<file path="config.mk">
export PLATFORM = sky130hd
export DESIGN_NAME = led_mode_ctrl
export DESIGN_NICKNAME = d
export VERILOG_FILES = /design/src/rtl/led_mode_ctrl_pkg.sv /design/src/rtl/led_mode_ctrl_btn_debounce.sv /design/src/rtl/led_mode_ctrl.sv
export SDC_FILE = /design/constraint.sdc
export NUM_CORES = 1
export LEC_CHECK = 0
export ABC_AREA = 1
export BUFFER_PORTS_ARGS = -buffer_cell sky130_fd_sc_hd__buf_2
export CAP_MARGIN = 20
export CORE_MARGIN = 2
export CORE_UTILIZATION = 45
export DETAILED_ROUTE_END_ITERATION = 7
export REMOVE_ABC_BUFFERS = 1
export SLEW_MARGIN = 20
export SYNTH_ARGS = -nofsm -noshare
export SYNTH_HDL_FRONTEND = slang
export SYNTH_SLANG_ARGS = --single-unit
</file>
<file path="constraint.sdc">
create_clock -name clock -period 1.7 [get_ports clock]
set_input_delay 0.255 -clock clock [delete_from_list [all_inputs] [get_ports clock]]
set_output_delay 0.255 -clock clock [all_outputs]
set_load 0.02 [all_outputs]
</file>
<file path="src/rtl/led_mode_ctrl_pkg.sv">
// Shared encodings for the LED mode sequencer and the pattern generators it drives.
package led_mode_ctrl_pkg;

  typedef enum logic [1:0] {
    ModeFlash  = 2'b00,
    ModeShift  = 2'b01,
    ModeShift2 = 2'b10
  } mode_e;

  // One-hot {b,g,r} colour selects
  localparam logic [2:0] ColorRed   = 3'b001;
  localparam logic [2:0] ColorGreen = 3'b010;
  localparam logic [2:0] ColorBlue  = 3'b100;

  // Switch bit map
  localparam int unsigned SwRun    = 0;
  localparam int unsigned SwRateLo = 1;
  localparam int unsigned SwRateHi = 2;
  localparam int unsigned SwDir    = 3;

  // Button bit map
  localparam int unsigned BtnMode  = 0;
  localparam int unsigned BtnRed   = 1;
  localparam int unsigned BtnGreen = 2;
  localparam int unsigned BtnBlue  = 3;

  // FLASH -> SHIFT -> SHIFT2 -> FLASH; anything else recovers to FLASH
  function automatic mode_e next_mode(input mode_e m);
    case (m)
      ModeFlash: return ModeShift;
      ModeShift: return ModeShift2;
      default:   return ModeFlash;
    endcase
  endfunction

endpackage

</file>
<file path="src/rtl/led_mode_ctrl_btn_debounce.sv">
// Single-bit button conditioner: 2-flop synchroniser, persistence debounce and a
// registered one-cycle pulse on each accepted rising edge.
module btn_debounce #(
  parameter int unsigned DEB_CYCLES = 1000000
) (
  input  logic clock,
  input  logic reset_n,
  input  logic btn_raw,
  output logic rise
);

  localparam int unsigned CW = $clog2(DEB_CYCLES);
  localparam logic [CW-1:0] CntLast = CW'(DEB_CYCLES - 1);

  logic          sync1_q;
  logic          sync2_q;
  logic          stable_q;
  logic [CW-1:0] cnt_q;
  logic          rise_q;

  // Synchronise, count persistence of a differing level, flip stable and pulse on rise
  always_ff @(posedge clock or negedge reset_n) begin
    if (!reset_n) begin
      sync1_q  <= 1'b0;
      sync2_q  <= 1'b0;
      stable_q <= 1'b0;
      cnt_q    <= '0;
      rise_q   <= 1'b0;
    end else begin
      sync1_q <= btn_raw;
      sync2_q <= sync1_q;
      rise_q  <= 1'b0;
      if (sync2_q == stable_q) begin
        cnt_q <= '0;
      end else if (cnt_q == CntLast) begin
        // Pulse is registered alongside the stable flip to keep total latency at DEB+3
        stable_q <= sync2_q;
        cnt_q    <= '0;
        rise_q   <= sync2_q;
      end else begin
        cnt_q <= cnt_q + CW'(1);
      end
    end
  end

  assign rise = rise_q;

endmodule

</file>
<file path="src/rtl/led_mode_ctrl.sv">
// LED pattern sequencer: debounced mode/colour buttons, switch-selected step prescaler,
// and registered direction/colour/mode outputs for the pattern datapath.
module led_mode_ctrl
  import led_mode_ctrl_pkg::*;
#(
  parameter int unsigned NB_SW      = 4,
  parameter int unsigned NB_BTN     = 4,
  parameter int unsigned NB_COUNTER = 32,
  parameter int unsigned DEB_CYCLES = 1000000,
  parameter int unsigned LIM_0      = 2**20,
  parameter int unsigned LIM_1      = 2**22,
  parameter int unsigned LIM_2      = 2**24,
  parameter int unsigned LIM_3      = 2**26
) (
  input  logic              clock,
  input  logic              i_reset,
  input  logic [NB_SW-1:0]  i_sw,
  input  logic [NB_BTN-1:0] i_btn,
  output logic [1:0]        o_mode,
  output logic              o_mode_load,
  output logic              o_tick,
  output logic              o_dir,
  output logic [2:0]        o_color
);

  logic [NB_SW-1:0]      sw_meta_q;
  logic [NB_SW-1:0]      sw_sync_q;
  logic [NB_BTN-1:0]     btn_rise;
  logic [NB_COUNTER-1:0] lim_sel;
  logic [NB_COUNTER-1:0] presc_cnt_q;
  logic                  tick_q;
  mode_e                 mode_q;
  logic                  mode_load_q;
  logic [2:0]            color_q;
  logic                  dir_q;
  logic                  mode_step;

  // Switch synchroniser
  always_ff @(posedge clock or negedge i_reset) begin
    if (!i_reset) begin
      sw_meta_q <= '0;
      sw_sync_q <= '0;
    end else begin
      sw_meta_q <= i_sw;
      sw_sync_q <= sw_meta_q;
    end
  end

  for (genvar i = 0; i < NB_BTN; i++) begin : gen_btn
    btn_debounce #(
      .DEB_CYCLES(DEB_CYCLES)
    ) u_deb (
      .clock  (clock),
      .reset_n(i_reset),
      .btn_raw(i_btn[i]),
      .rise   (btn_rise[i])
    );
  end

  assign mode_step = btn_rise[BtnMode];

  // Terminal count for the currently selected rate
  always_comb begin
    lim_sel = NB_COUNTER'(LIM_0);
    unique case (sw_sync_q[SwRateHi:SwRateLo])
      2'd0: lim_sel = NB_COUNTER'(LIM_0);
      2'd1: lim_sel = NB_COUNTER'(LIM_1);
      2'd2: lim_sel = NB_COUNTER'(LIM_2);
      2'd3: lim_sel = NB_COUNTER'(LIM_3);
      default: lim_sel = NB_COUNTER'(LIM_0);
    endcase
  end

  // Prescaler: a mode step restarts the period and wins over a coincident tick
  always_ff @(posedge clock or negedge i_reset) begin
    if (!i_reset) begin
      presc_cnt_q <= '0;
      tick_q      <= 1'b0;
    end else if (mode_step || !sw_sync_q[SwRun]) begin
      presc_cnt_q <= '0;
      tick_q      <= 1'b0;
    end else if (presc_cnt_q == lim_sel) begin
      presc_cnt_q <= '0;
      tick_q      <= 1'b1;
    end else begin
      // Above a freshly lowered limit this just wraps through zero with no tick
      presc_cnt_q <= presc_cnt_q + NB_COUNTER'(1);
      tick_q      <= 1'b0;
    end
  end

  // Mode FSM with a load pulse coincident with every new mode value
  always_ff @(posedge clock or negedge i_reset) begin
    if (!i_reset) begin
      mode_q      <= ModeFlash;
      mode_load_q <= 1'b0;
    end else begin
      mode_load_q <= 1'b0;
      case (mode_q)
        ModeFlash, ModeShift, ModeShift2: begin
          if (mode_step) begin
            mode_q      <= next_mode(mode_q);
            mode_load_q <= 1'b1;
          end
        end
        default: begin
          mode_q      <= ModeFlash;
          mode_load_q <= 1'b1;
        end
      endcase
    end
  end

  // Colour select (red > green > blue on simultaneous presses) and direction copy
  always_ff @(posedge clock or negedge i_reset) begin
    if (!i_reset) begin
      color_q <= ColorRed;
      dir_q   <= 1'b0;
    end else begin
      dir_q <= sw_sync_q[SwDir];
      if (btn_rise[BtnRed]) begin
        color_q <= ColorRed;
      end else if (btn_rise[BtnGreen]) begin
        color_q <= ColorGreen;
      end else if (btn_rise[BtnBlue]) begin
        color_q <= ColorBlue;
      end
    end
  end

  assign o_mode      = mode_q;
  assign o_mode_load = mode_load_q;
  assign o_tick      = tick_q;
  assign o_dir       = dir_q;
  assign o_color     = color_q;

endmodule

</file>
==> impl_metrics.csv <==
group,metric,value,unit
run_status,status,"finished clean",
power_and_ir_drop,clockPowerShare,49.7,%
die,num_io_pins,18,
clocking,cts_htree_levels,4,
final_layout,drive_above_1_share,11.83,%
die,die_area,17480,um^2
worst_setup_path,worstSetupPathType,"reg2reg",
detailed_routing,drtPass1Iterations,5,
synth,yosysMostFrequentCell,"nor2_1",
synth,syn_area,7396,um^2
place,place_area,7830,um^2
synth,avgSynthCellArea,7.876,um^2
detailed_routing,ant_nets,0,
power_and_ir_drop,intPower,5.792,mW
synth,synth_top_cell_by_area,"dfrtp_1",
power_and_ir_drop,power,7.537,mW
worst_setup_path,cp_data_required_time,2.05,ns
clocking,numCtsBuffers,17,
final_layout,n_antenna_cell,0,
final_layout,utilization,53.71,%
detailed_routing,vias,5804,
worst_setup_path,crit_slowest_cell,"dfrtp_1",
synth,synth.top_cells.by_area,"dfrtp_1 48%, nor2_1 12%, nand2_1 9.6%",
power_and_ir_drop,peakVddDrop,786.2,uV
worst_setup_path,reg2reg_from,"gen_btn[2].u_deb.cnt_q[0]",
synth,netlist_instances,939,
global_routing,grt_first_pass_wirelength,25.52,mm
place,hpwl,10.53,mm
place,gp_congestion,0.8702,
global_routing,antenna_found_initial,0,
synth,yosysSeqAreaShare,48.74,%
global_routing,overflow,0,
power_and_ir_drop,pwr_density_cell,877.1,nW/um^2
clocking,clk_path_buf_depth,2,
sta,fin_crit_sh,92.05,%
die,die_w,132.2,um
worst_hold_path,hp-class,"in2async",
clocking,cts_tree,"done",
power_and_ir_drop,swShare,23.16,%
sta,fin_setup_tns,0,ns
sta,relSlewSlack,64.14,%
final_layout,nets,1009,
synth,yosysTopAreaCellShare,48.38,%
final_layout,stdcell_area,8593,um^2
die,die_h,132.2,um
clocking,clk_latency,0.43,ns
global_routing,grt_pass1_vias,5515,
worst_setup_path,arrival,1.91,ns
detailed_routing,drt_iter0_drc,367,
sta,fmaxAchievable,0.6391,GHz
global_routing,grt_use_total,18.01,%
die,fp-row-count,46,
worst_setup_path,cp_cell_sequence,"ha_1 > nand2_1 > nor2_2 > nand2_1 > inv_1 > nand3_2 > nand2_4 > buf_4 > nor3_1",
clocking,path_clk_slew,0.06,ns
sta,whs,0.1755,ns
detailed_routing,wl,14.79,mm
sta,min_period,1.565,ns
place,io_buffers,17,
synth,async_flop_share,100.0,%
power_and_ir_drop,p_leak,3.867,nW
detailed_routing,viasPerCell,4.750,
synth,synthTopCellsByCount,"235 x nor2_1, 190 x nand2_1, 143 x dfrtp_1",
final_layout,syn_to_final_growth,16.19,%
sta,tightest_slew,0.5379,ns
worst_setup_path,crit_fanout,6,
die,initial_core_util,46.22,%
synth,synth_top_flop_cell,"dfrtp_1",
sta,fin_skew,0.006633,ns
sta,finalMaxSlewViolations,0,
worst_setup_path,startpoint_type,"register",
clocking,cts.root.buffer_cell,"clkbuf_16",
worst_setup_path,max_stage_delay,0.40,ns
power_and_ir_drop,seq_power_share,46.6,%
synth,synth-edff-count,0,
die,coreArea,16000,um^2
synth,synth.ff_latch_count,144,
synth,ys_warn_count,0,
detailed_routing,detail_route.wl_per_cell,12.10,um
synth,ys_types,30,
worst_setup_path,crit_path_end_kind,"register",
clocking,clock-sinks,144,
power_and_ir_drop,pwr-share-comb,3.6,%
power_and_ir_drop,p_switching,1.745,mW
detailed_routing,drc,0,
final_layout,fillerInstances,1571,
sta,setup_violations,0,
worst_setup_path,critPathLaunch,"gen_btn[2].u_deb.cnt_q[0]",
global_routing,grt_max_degree,101,
run,maxCapViolCount,0,
worst_setup_path,cp_common_cell,"nand2_1",
sta,hold_viol,0,
## routing by layer
layer	up-vias	GRT usage [%]	routed length, um
met5	-	0	0
met4	0	5.436	176
met3	12	4.383	492
met2	77	27.60	6623
met1	2672	25.44	7495
li1	3043	-	-
## logic make-up (layout without fill, tap and decap cells)
family	after synthesis	in the layout	share of synthesized area, %
adders and majority gates	6	6	1.015
and+or+nand+nor	590	590	35.27
DFF	144	144	48.74
buffers and inverters	110	177	5.600
AOI/OAI and AO/OA	28	28	2.047
xor gates and xnor gates	61	61	7.325
## power by group through the flow
stage	Clock, mW	Sequential [mW]	Combinational (mW)
after floorplan	0	3.57	0.114
after global placement	0	3.58	0.258
after detailed placement	0	3.58	0.257
after CTS	3.83	3.52	0.273
after global routing	3.98	3.52	0.315
final	3.75	3.52	0.274
## layout make-up
| type | instances | area, um^2 | share of cell area, % |
|---|---|---|---|
| Clock buffer | 18 | 439.2 | 5.111 |
| Clock inverter | 14 | 156.4 | 1.820 |
| Inverter | 107 | 401.6 | 4.674 |
| Multi-Input combinational cell | 685 | 3425 | 39.85 |
| Sequential cell | 144 | 3605 | 41.95 |
| Tap cell | 216 | 270.3 | 3.145 |
| Timing Repair Buffer | 38 | 296.5 | 3.451 |
## worst paths after layout
path                            slack, ns  depth (start not counted)                          to
worst max register to register       0.14                          9  gen_btn[2].u_deb.cnt_q[13]
worst min-delay path                 0.18                          2                       o_dir
worst max-delay path                 0.14                          9  gen_btn[2].u_deb.cnt_q[13]
max in group asynchronous            0.84                          3   gen_btn[2].u_deb.cnt_q[2]
min in group clock                   0.35                          0    gen_btn[3].u_deb.sync2_q
worst min register to register       0.35                          0    gen_btn[3].u_deb.sync2_q
## layout by cell type (no fill, tap or decap), drive strengths merged
| cell | instances |
|---|---|
| a21o | 1 |
| a21oi | 17 |
| a31oi | 3 |
| buf | 29 |
| bufinv | 2 |
| clkbuf | 18 |
| clkinv | 8 |
| clkinvlp | 1 |
| dfrtp | 143 |
| dfstp | 1 |
| dlygate4sd3 | 9 |
| ha | 6 |
| inv | 110 |
| nand2 | 202 |
| nand3 | 71 |
| nand3b | 5 |
| nand4 | 21 |
| nor2 | 258 |
| nor3 | 29 |
| nor3b | 4 |
| o21ai | 5 |
| o21bai | 2 |
| xnor2 | 17 |
| xor2 | 44 |
## sequential cells by signal, summed over array words and instances (netlist names), 2 cells and up
name and flops:
sw_meta_q 4, gen_btn.u_deb.sync1_q 4, presc_cnt_q 32, gen_btn.u_deb.rise 4, o_mode 2, gen_btn.u_deb.sync2_q 4
sw_sync_q 4, gen_btn.u_deb.stable_q 4, o_color 3, gen_btn.u_deb.cnt_q 80
## critical path: cells and delay by family, from the launching register on
kind / cells / cell delay [ns]
AND/OR/NAND/NOR: 6 / 0.61
buffers and inverters: 2 / 0.24
adder cells (fa/ha/maj): 1 / 0.23
flip-flops: 1 / 0.40
## repair_timing
item,in CTS,in global routing
hold buffers,9,0
endpoints found under the hold margin,151,0
endpoints found under the setup margin,0,34
buffers inserted,0,4
gates resized for setup,0,14
## stage by stage
| stage | setup slack [ns] | cells |
|---|---|---|
| global route | -0.005426 | 1222 |
| CTS | 0.02275 | 1218 |
| global placement | 0.1094 | 1177 |
| finish | 0.1352 | 1222 |
| detailed placement | 0.05821 | 1177 |
| floorplan | 0.2137 | 936 |
Power figures use the tool's default switching activity.
